===== config.mk =====
export PLATFORM = sky130hd
export DESIGN_NAME = bp_stall_hist_counters
export DESIGN_NICKNAME = d
export VERILOG_FILES = /design/src/rtl/bp_stall_hist_counters.sv
export SDC_FILE = /design/constraint.sdc
export NUM_CORES = 2
export LEC_CHECK = 0
export CAP_MARGIN = 20
export CORE_MARGIN = 2
export CORE_UTILIZATION = 40
export DETAILED_ROUTE_END_ITERATION = 10
export HOLD_SLACK_MARGIN = 0.05
export PLACE_DENSITY_LB_ADDON = 0.12
export SLEW_MARGIN = 20
export SYNTH_ARGS = -nofsm -noshare
export SYNTH_HDL_FRONTEND = slang
export SYNTH_SLANG_ARGS = --single-unit

===== constraint.sdc =====
create_clock -name clk_i -period 3.45 [get_ports clk_i]
set_input_delay 0.345 -clock clk_i [delete_from_list [all_inputs] [get_ports clk_i]]
set_output_delay 0.345 -clock clk_i [all_outputs]
set_load 0.005 [all_outputs]

===== src/rtl/bp_stall_hist_counters.sv =====
// Per-core stall-attribution counter bank with an atomic snapshot shadow and a valid/yumi read port.
// Optional feature: define BP_STALL_HIST_SATURATE_EN for saturating counters (default build wraps).
module bp_stall_hist_counters #(
  parameter int num_reasons_p  = 21,
  parameter int reason_width_p = 5,
  parameter int cnt_width_p    = 32,
  parameter int addr_width_p   = 5
) (
  input  logic                      clk_i,
  input  logic                      reset_n_i,
  input  logic                      freeze_i,
  input  logic                      commit_v_i,
  input  logic                      stall_v_i,
  input  logic [reason_width_p-1:0] stall_reason_i,
  input  logic                      clear_i,
  input  logic                      snapshot_i,
  input  logic                      rd_v_i,
  input  logic [addr_width_p-1:0]   rd_addr_i,
  output logic                      rd_ready_o,
  output logic                      rd_data_v_o,
  output logic [cnt_width_p-1:0]    rd_data_o,
  input  logic                      rd_yumi_i
);

  // Counter index layout mirrors the read address map: hist bins, unknown, instr, cycle.
  localparam int num_cnt_lp   = num_reasons_p + 3;
  localparam int unk_idx_lp   = num_reasons_p;
  localparam int instr_idx_lp = num_reasons_p + 1;
  localparam int cycle_idx_lp = num_reasons_p + 2;
  localparam int mask_bits_lp = (num_cnt_lp < cnt_width_p) ? num_cnt_lp : cnt_width_p;

  localparam logic [cnt_width_p-1:0] all_ones_lp = '1;
  localparam logic [cnt_width_p-1:0] one_lp      = cnt_width_p'(1);

  localparam logic [0:0] ready_s = 1'b0;
  localparam logic [0:0] resp_s  = 1'b1;

  logic                      freeze_q;
  logic                      commit_q;
  logic                      stall_q;
  logic [reason_width_p-1:0] reason_q;

  logic [cnt_width_p-1:0] live_q   [num_cnt_lp];
  logic [cnt_width_p-1:0] shadow_q [num_cnt_lp];
  logic [num_cnt_lp-1:0]  ovf_q;
  logic [num_cnt_lp-1:0]  shadow_ovf_q;

  logic [num_cnt_lp-1:0]  inc;
  logic [cnt_width_p-1:0] mask;
  logic [cnt_width_p-1:0] rd_sel;
  logic [0:0]             state_q;

  // NOTE: sequential state uses non-blocking assignments so every flop samples pre-edge values.
  always_ff @(posedge clk_i or negedge reset_n_i) begin
    if (!reset_n_i) begin
      freeze_q <= 1'b0;
      commit_q <= 1'b0;
      stall_q  <= 1'b0;
      reason_q <= '0;
    end else begin
      freeze_q <= freeze_i;
      commit_q <= commit_v_i;
      stall_q  <= stall_v_i;
      reason_q <= stall_reason_i;
    end
  end

  // One-hot selection of the bin charged this cycle; the cycle counter rides along.
  always_comb begin
    // NOTE: default every bit first so the combinational block can never infer a latch.
    inc = '0;
    if (!freeze_q) begin
      inc[cycle_idx_lp] = 1'b1;
      if (commit_q) begin
        inc[instr_idx_lp] = 1'b1;
      end else begin
        for (int i = 0; i < num_reasons_p; i++) begin
          if (stall_q && (reason_q == reason_width_p'(i))) inc[i] = 1'b1;
        end
        if (inc[num_reasons_p-1:0] == '0) inc[unk_idx_lp] = 1'b1;
      end
    end
  end

  // NOTE: the counter banks are flop arrays, not RAM, so they take the async reset like any register.
  always_ff @(posedge clk_i or negedge reset_n_i) begin
    if (!reset_n_i) begin
      for (int i = 0; i < num_cnt_lp; i++) live_q[i] <= '0;
      ovf_q <= '0;
    end else if (clear_i) begin
      for (int i = 0; i < num_cnt_lp; i++) live_q[i] <= '0;
      ovf_q <= '0;
    end else begin
      for (int i = 0; i < num_cnt_lp; i++) begin
        if (inc[i]) begin
          if (live_q[i] == all_ones_lp) ovf_q[i] <= 1'b1;
`ifdef BP_STALL_HIST_SATURATE_EN
          if (live_q[i] != all_ones_lp) live_q[i] <= live_q[i] + one_lp;
`else
          live_q[i] <= live_q[i] + one_lp;
`endif
        end
      end
    end
  end

  // Shadow captures pre-update values, which makes snapshot+clear an atomic read-and-clear.
  always_ff @(posedge clk_i or negedge reset_n_i) begin
    if (!reset_n_i) begin
      for (int i = 0; i < num_cnt_lp; i++) shadow_q[i] <= '0;
      shadow_ovf_q <= '0;
    end else if (snapshot_i) begin
      shadow_q     <= live_q;
      shadow_ovf_q <= ovf_q;
    end
  end

  always_comb begin
    mask = '0;
    for (int i = 0; i < mask_bits_lp; i++) mask[i] = shadow_ovf_q[i];
  end

  always_comb begin
    rd_sel = '0;
    for (int i = 0; i < num_cnt_lp; i++) begin
      if (int'(rd_addr_i) == i) rd_sel = shadow_q[i];
    end
    if (int'(rd_addr_i) == num_cnt_lp) rd_sel = mask;
  end

  // Read port: data registered on acceptance and held until the consumer yumis it.
  always_ff @(posedge clk_i or negedge reset_n_i) begin
    if (!reset_n_i) begin
      state_q   <= ready_s;
      rd_data_o <= '0;
    end else begin
      case (state_q)
        ready_s: begin
          if (rd_v_i) begin
            rd_data_o <= rd_sel;
            state_q   <= resp_s;
          end
        end
        default: begin
          if (rd_yumi_i) state_q <= ready_s;
        end
      endcase
    end
  end

  assign rd_ready_o  = (state_q == ready_s);
  assign rd_data_v_o = (state_q == resp_s);

endmodule


# --- Word level (Yosys, flattened, before mapping) ---
# Index checks and enable logic that the tools add are counted.
totals:
  register_bits: 1625
  latch_bits: 0
  mem_bits_rw: 0
  rom_bits: 0
  in_bits: 19
  wordCells: 438
  memories: 0
classes:
  addsub: 24
  mul: 0
  div_mod_pow: 0
  order_cmp: 0
  n_eq_ne: 68
  n_shift: 0
  muxes: 169
  n_bitwise: 1
  reduce_logical: 97
op_table:
  columns: ["op", "n"]
  rows:
  - ["$mux 32", 49]
  - ["$add 32x1->32 const B", 24]
  - ["$eq 32x32->1 const B", 24]
  - ["$mux 768", 1]
  - ["$mux 1", 116]
  - ["$eq 5x5->1 const B", 21]
  - ["$reduce_bool 2->1", 48]
  - ["$eq 5x4->1 const B", 13]
  - ["$reduce_and 2->1", 25]
  - ["$mux 24", 2]
  - ["$eq 5x3->1 const B", 6]
  - ["$mux 22", 1]
  - ["$logic_and 1x1->1", 21]
  - ["$logic_not 21->1", 1]
  - ["$eq 5x2->1 const B", 3]
  - ["$logic_not 5->1", 2]
  - ["$eq 5x1->1 const B", 1]
  - ["$not 1->1", 1]

# --- Logic depth before layout (Yosys ltp) ---
depth:
  depth_word: 26
  ltp_mapped: 11
  mapped_depth_nobuf: 7

# --- Worst setup path before layout ---
# OpenSTA, ideal clock, no wires.
synth_timing:
  kind: "register to register"
  start: "reg reason_q[3]"
  end: "reg live_q[670] (netlist bit)"
  setup_time_ns: 0.078
  arrival_ns: 2.403
  path_slack_ns: 0.969
  stages_incl_launch_ff: 9
  n_path_buf: 2
  path_cell_list: "dfrtp_1 -> buf_6 -> or4b_4 -> buf_6 -> o21ai_4 -> nand2_2 -> or4_4 -> or3_1 -> a21oi_1"
synth_via:
  elab_chain_len: 8
synth_lines:
  columns: ["element", "line", "source"]
  rows:
  - ["start: declaration", "41", "logic [reason_width_p-1:0] reason_q;"]
  - ["start signal: assignment", "64", "reason_q <= stall_reason_i;"]
  - ["$eq 5x2->1", "78", "if (stall_q && (reason_q == reason_width_p'(i))) inc[i] = 1'b1;"]
  - ["$logic_and 1x1->1", "78", null]
  - ["$mux 1", "78", null]
  - ["$mux 1", "74", "if (commit_q) begin"]
  - ["$mux 1", "72", "if (!freeze_q) begin"]
  - ["$mux 22", "74", null]
  - ["$mux 24", "72", null]
  - ["$reduce_bool 2->1 (no source line)", null, null]
  - ["end signal: indexed assignment", "100", "live_q[i] <= live_q[i] + one_lp;"]
  - ["end: declaration", "43", "logic [cnt_width_p-1:0] live_q [num_cnt_lp];"]
# Every way passes these cells. The select of a mux whose other input is x is not followed.
# A chain may end at the register's enable or synchronous reset.

# --- Worst setup path in the final report ---
layout_timing:
  start: "reg reason_q[2]"
  end: "reg live_q[145] (netlist bit)"
layout_via:
  elab_chain_len: 8
layout_lines:
  columns: ["element", "line"]
  rows:
  - ["$eq 5x5->1", "78"]
  - ["$logic_and 1x1->1", "78"]
  - ["$mux 1", "78"]
  - ["$mux 1", "74"]
  - ["$mux 1", "72"]
  - ["$mux 22", "74"]
  - ["$mux 24", "72"]
  - ["$reduce_bool 2->1 (no source line)", null]
# Every way passes these cells. The select of a mux whose other input is x is not followed.

==> impl_metrics.ini <==
[outcome]
status = completed

[power_and_ir_drop]
p_sw_mw = 10.3
p_clk_share_pct = 46.9
p_sw_share_pct = 24.8
seqPwrFrac_pct = 46.7
power.density_nw_per_um2 = 471
ir_drop_mv = 0.460
pwr-share-comb_pct = 6.4
power.internal_mw = 31.3
p_total_mw = 41.6
p_leak_nw = 39.2

[route]
ant_nets = 0
vias = 59500
wl_per_cell_um = 30.0
viasPerCell = 5.94
drtIter0Drc = 6689
routed_wl_um = 300000
route.detailed.drc = 0
first_pass_iters = 7

[timing]
tightest_slew_ns = 1.32
fin_crit_ns = 3.04
timing.final.crit_share_pct = 88.2
max_freq_ghz = 0.329
slew-limit-headroom_pct = 10.7
rsz0062_at_grt = no
slew_viol_final = 0
report.final.setup_viol = 0
fin_worst_hold_slack_ns = 0.124
hold_viol_final = 0
worst_slack_ns = 0.406
fin_skew_ns = 0.0570

[yosys]
synth.avg_cell_area_sq_um = 10.8
ys_types = 95
synth_edf_count = 0
syn-instance-count = 7154
syn_nets = 7197
ys.flop_type = dfrtp_1
yosysSeqAreaShare_pct = 52.8
ys_ff_latch = 1625
syn_area_sq_um = 77000
async_reset_ff_share_pct = 100
yosys_warnings = 0

[clocking]
insertion_delay_ns = 0.87
numClockSinks = 1625
clk_path_buf_depth = 3
clkTransAtPathRegs_ns = 0.06
numCtsBuffers = 182
post_cts_buffers = 0
ctsHtreeMaxLevel = 4
cts_tree = done
cts_root_buffer = clkbuf_16

[global_routing]
track_usage_pct = 30.5
grt_first_pass_wirelength_um = 433000
antenna_found_initial = 27
first_global_vias = 56700
grt_max_degree = 110
grt_overflow = 0

[placed_design]
numPlacedInstances = 9679
dp_hpwl_um = 229000
place_ws_ns = -0.156
gp_congestion = 1.04
io_buffers = 52

[worst_setup_path]
cp-start-kind = flip-flop
cp_max_fo = 9
path_delay_family = simple AND/OR/NAND/NOR gates
path_buf_inv = 2
required_ns = 4.20
cp_slowest_cell = or4_1
cpPeakStageDelay_ns = 0.68
end_kind = flip-flop
cp.arrival_ns = 3.79
worstPathCellList = buf_4 > nor4bb_1 > buf_4 > a21oi_1 > or4_1 > or3_1 > a21oi_1
path_class = flip-flop to flip-flop

[die]
die_area_sq_um = 196000
die_x_um = 443
core_sq_um = 192000
io_pins = 53
start_util_pct = 40.1
fp.dieH_um = 443
std_cell_rows = 161

[finish]
drive_gt1_share_pct = 20.1
area_growth_pct = 14.7
instances_no_fill = 10000
utilization_pct = 46.0
fin_nets = 7384

[flow_run]
maxCapViolations = 0

[worst_hold_path]
hold_class = primary input to flip-flop
## registers in the layout (all words and copies together), names as in the netlist
signal / cells
live_q: 768
rd_data_o: 32
stall_q: 1
reason_q: 5
freeze_q: 1
commit_q: 1
shadow_q: 768
ovf_q: 24
rd_data_v_o: 1
shadow_ovf_q: 24
## worst register-to-register path, cell delays in order (launching register included)
cell and delay, ns:
dfrtp_1 0.60, buf_4 0.29, nor4bb_1 0.45, buf_4 0.28
a21oi_1 0.17, or4_1 0.68, or3_1 0.36, a21oi_1 0.14
## synth_stat cells (all sizes together) (9+ instances only)
library cell  number  share of area [%]
nor2b             39               0.32
and3             123                1.0
and2              37               0.30
nor4b             12               0.18
or3              147                1.2
nor4              60               0.54
a22oi             32               0.31
dfrtp           1625                 53
a21oi            313                2.0
or2               12              0.098
nand3            264                1.7
clkbuf           313                1.5
o21a              17               0.17
inv               83               0.40
or4               12               0.12
buf               67               0.39
a22o              10               0.11
mux2i             37               0.48
o2bb2ai            9               0.10
a211o             10               0.11
and4              71               0.81
a31oi             31               0.25
nor3             139               0.93
o211ai            26               0.26
mux2             815                 12
a32oi             11               0.13
a211oi            18               0.18
o21ai            290                1.9
a221oi            38               0.43
a2bb2oi           19               0.22
nor3b             16               0.16
mux4              13               0.38
nand2            441                2.2
o2111ai           20               0.23
nand2b            24               0.20
o221ai            29               0.33
nor2             886                4.3
xnor2            265                3.0
ha                24               0.39
xor2             350                4.0
o22ai             60               0.49
nand4            194                1.6
o31ai             10              0.098
a2111oi           11               0.13
## cell type report
| class | count | area, sq um |
|---|---|---|
| clock buffer | 271 | 5370 |
| antenna | 12 | 30.0 |
| tap | 2526 | 3160 |
| clock inverter | 51 | 596 |
| sequential | 1625 | 40700 |
| timing repair buffer | 383 | 3550 |
| multi-input combinational | 5066 | 34600 |
| inverter | 83 | 312 |
| fill | 18000 | 103000 |
## per-stage QoR
step | TNS (ns) | cell area (sq um)
after floorplan | 0 | 77000
after global placement | -0.268 | 82300
after detailed placement | -0.312 | 82300
after CTS | 0 | 88300
after global routing | 0 | 88300
final | 0 | 88300
## power by group through the flow
stage          logic, mW  registers, mW  clock network [mW]
4_1_cts             2.64           19.4                19.9
3_3_place_gp        2.62           19.8                   0
6_report            2.66           19.4                19.5
2_1_floorplan       1.09           19.6                   0
3_5_place_dp        2.63           19.8                   0
5_1_grt             2.80           19.4                20.7
## what timing repair did
item | 4_1_cts | 5_1_grt
resized for setup | 0 | 0
hold buffers | 4 | 0
endpoints found under the setup margin | 0 | 0
hold endpoints to repair | 149 | 0
## routing by layer
layer  share of wire [%]  track usage (%)  wire length (um)
met1                  46             45.6            140000
met2                  41             42.4            123000
met3                 7.6             6.17             23000
met4                 5.0             13.0             15100
met5               0.026                0                77
## final timing paths
path	startpoint	endpoint	slack (ns)	cells after the start
setup / recovery	reason_q[2]$_DFF_PN0_	live_q[145]$_DFFE_PN0P_	0.41	7
hold / removal	stall_v_i	stall_q$_DFF_PN0_	0.12	1
setup reg to reg	reason_q[2]$_DFF_PN0_	live_q[145]$_DFFE_PN0P_	0.41	7
hold reg to reg	ovf_q[5]$_DFFE_PN0P_	ovf_q[5]$_DFFE_PN0P_	0.50	1
max in group asynchronous	reset_n_i	live_q[302]$_DFFE_PN0P_	2.04	4
min in group asynchronous	reset_n_i	live_q[554]$_DFFE_PN0P_	0.15	2
## cells in the final DEF, fill, tap and decap left out, types with 194 or more instances in the layout
| cell type | netlist | routed |
|---|---|---|
| dfrtp_1 | 1625 | 1625 |
| nor2_1 | 881 | 880 |
| mux2_2 | 815 | 815 |
| nand2_1 | 440 | 440 |
| xor2_1 | 350 | 350 |
| a21oi_1 | 313 | 313 |
| o21ai_0 | 288 | 288 |
| buf_4 | 0 | 287 |
| xnor2_1 | 265 | 265 |
| nand3_1 | 264 | 264 |
| nand4_1 | 194 | 194 |
## kinds of logic after synthesis
logic type / synth area share [%]
simple gates: 16.2
buf+inv: 2.33
xor+xnor: 7.00
fa+ha+maj: 0.390
flops: 52.8
compound gates: 8.44
mux: 12.8
Power figures use the tool's default switching activity.
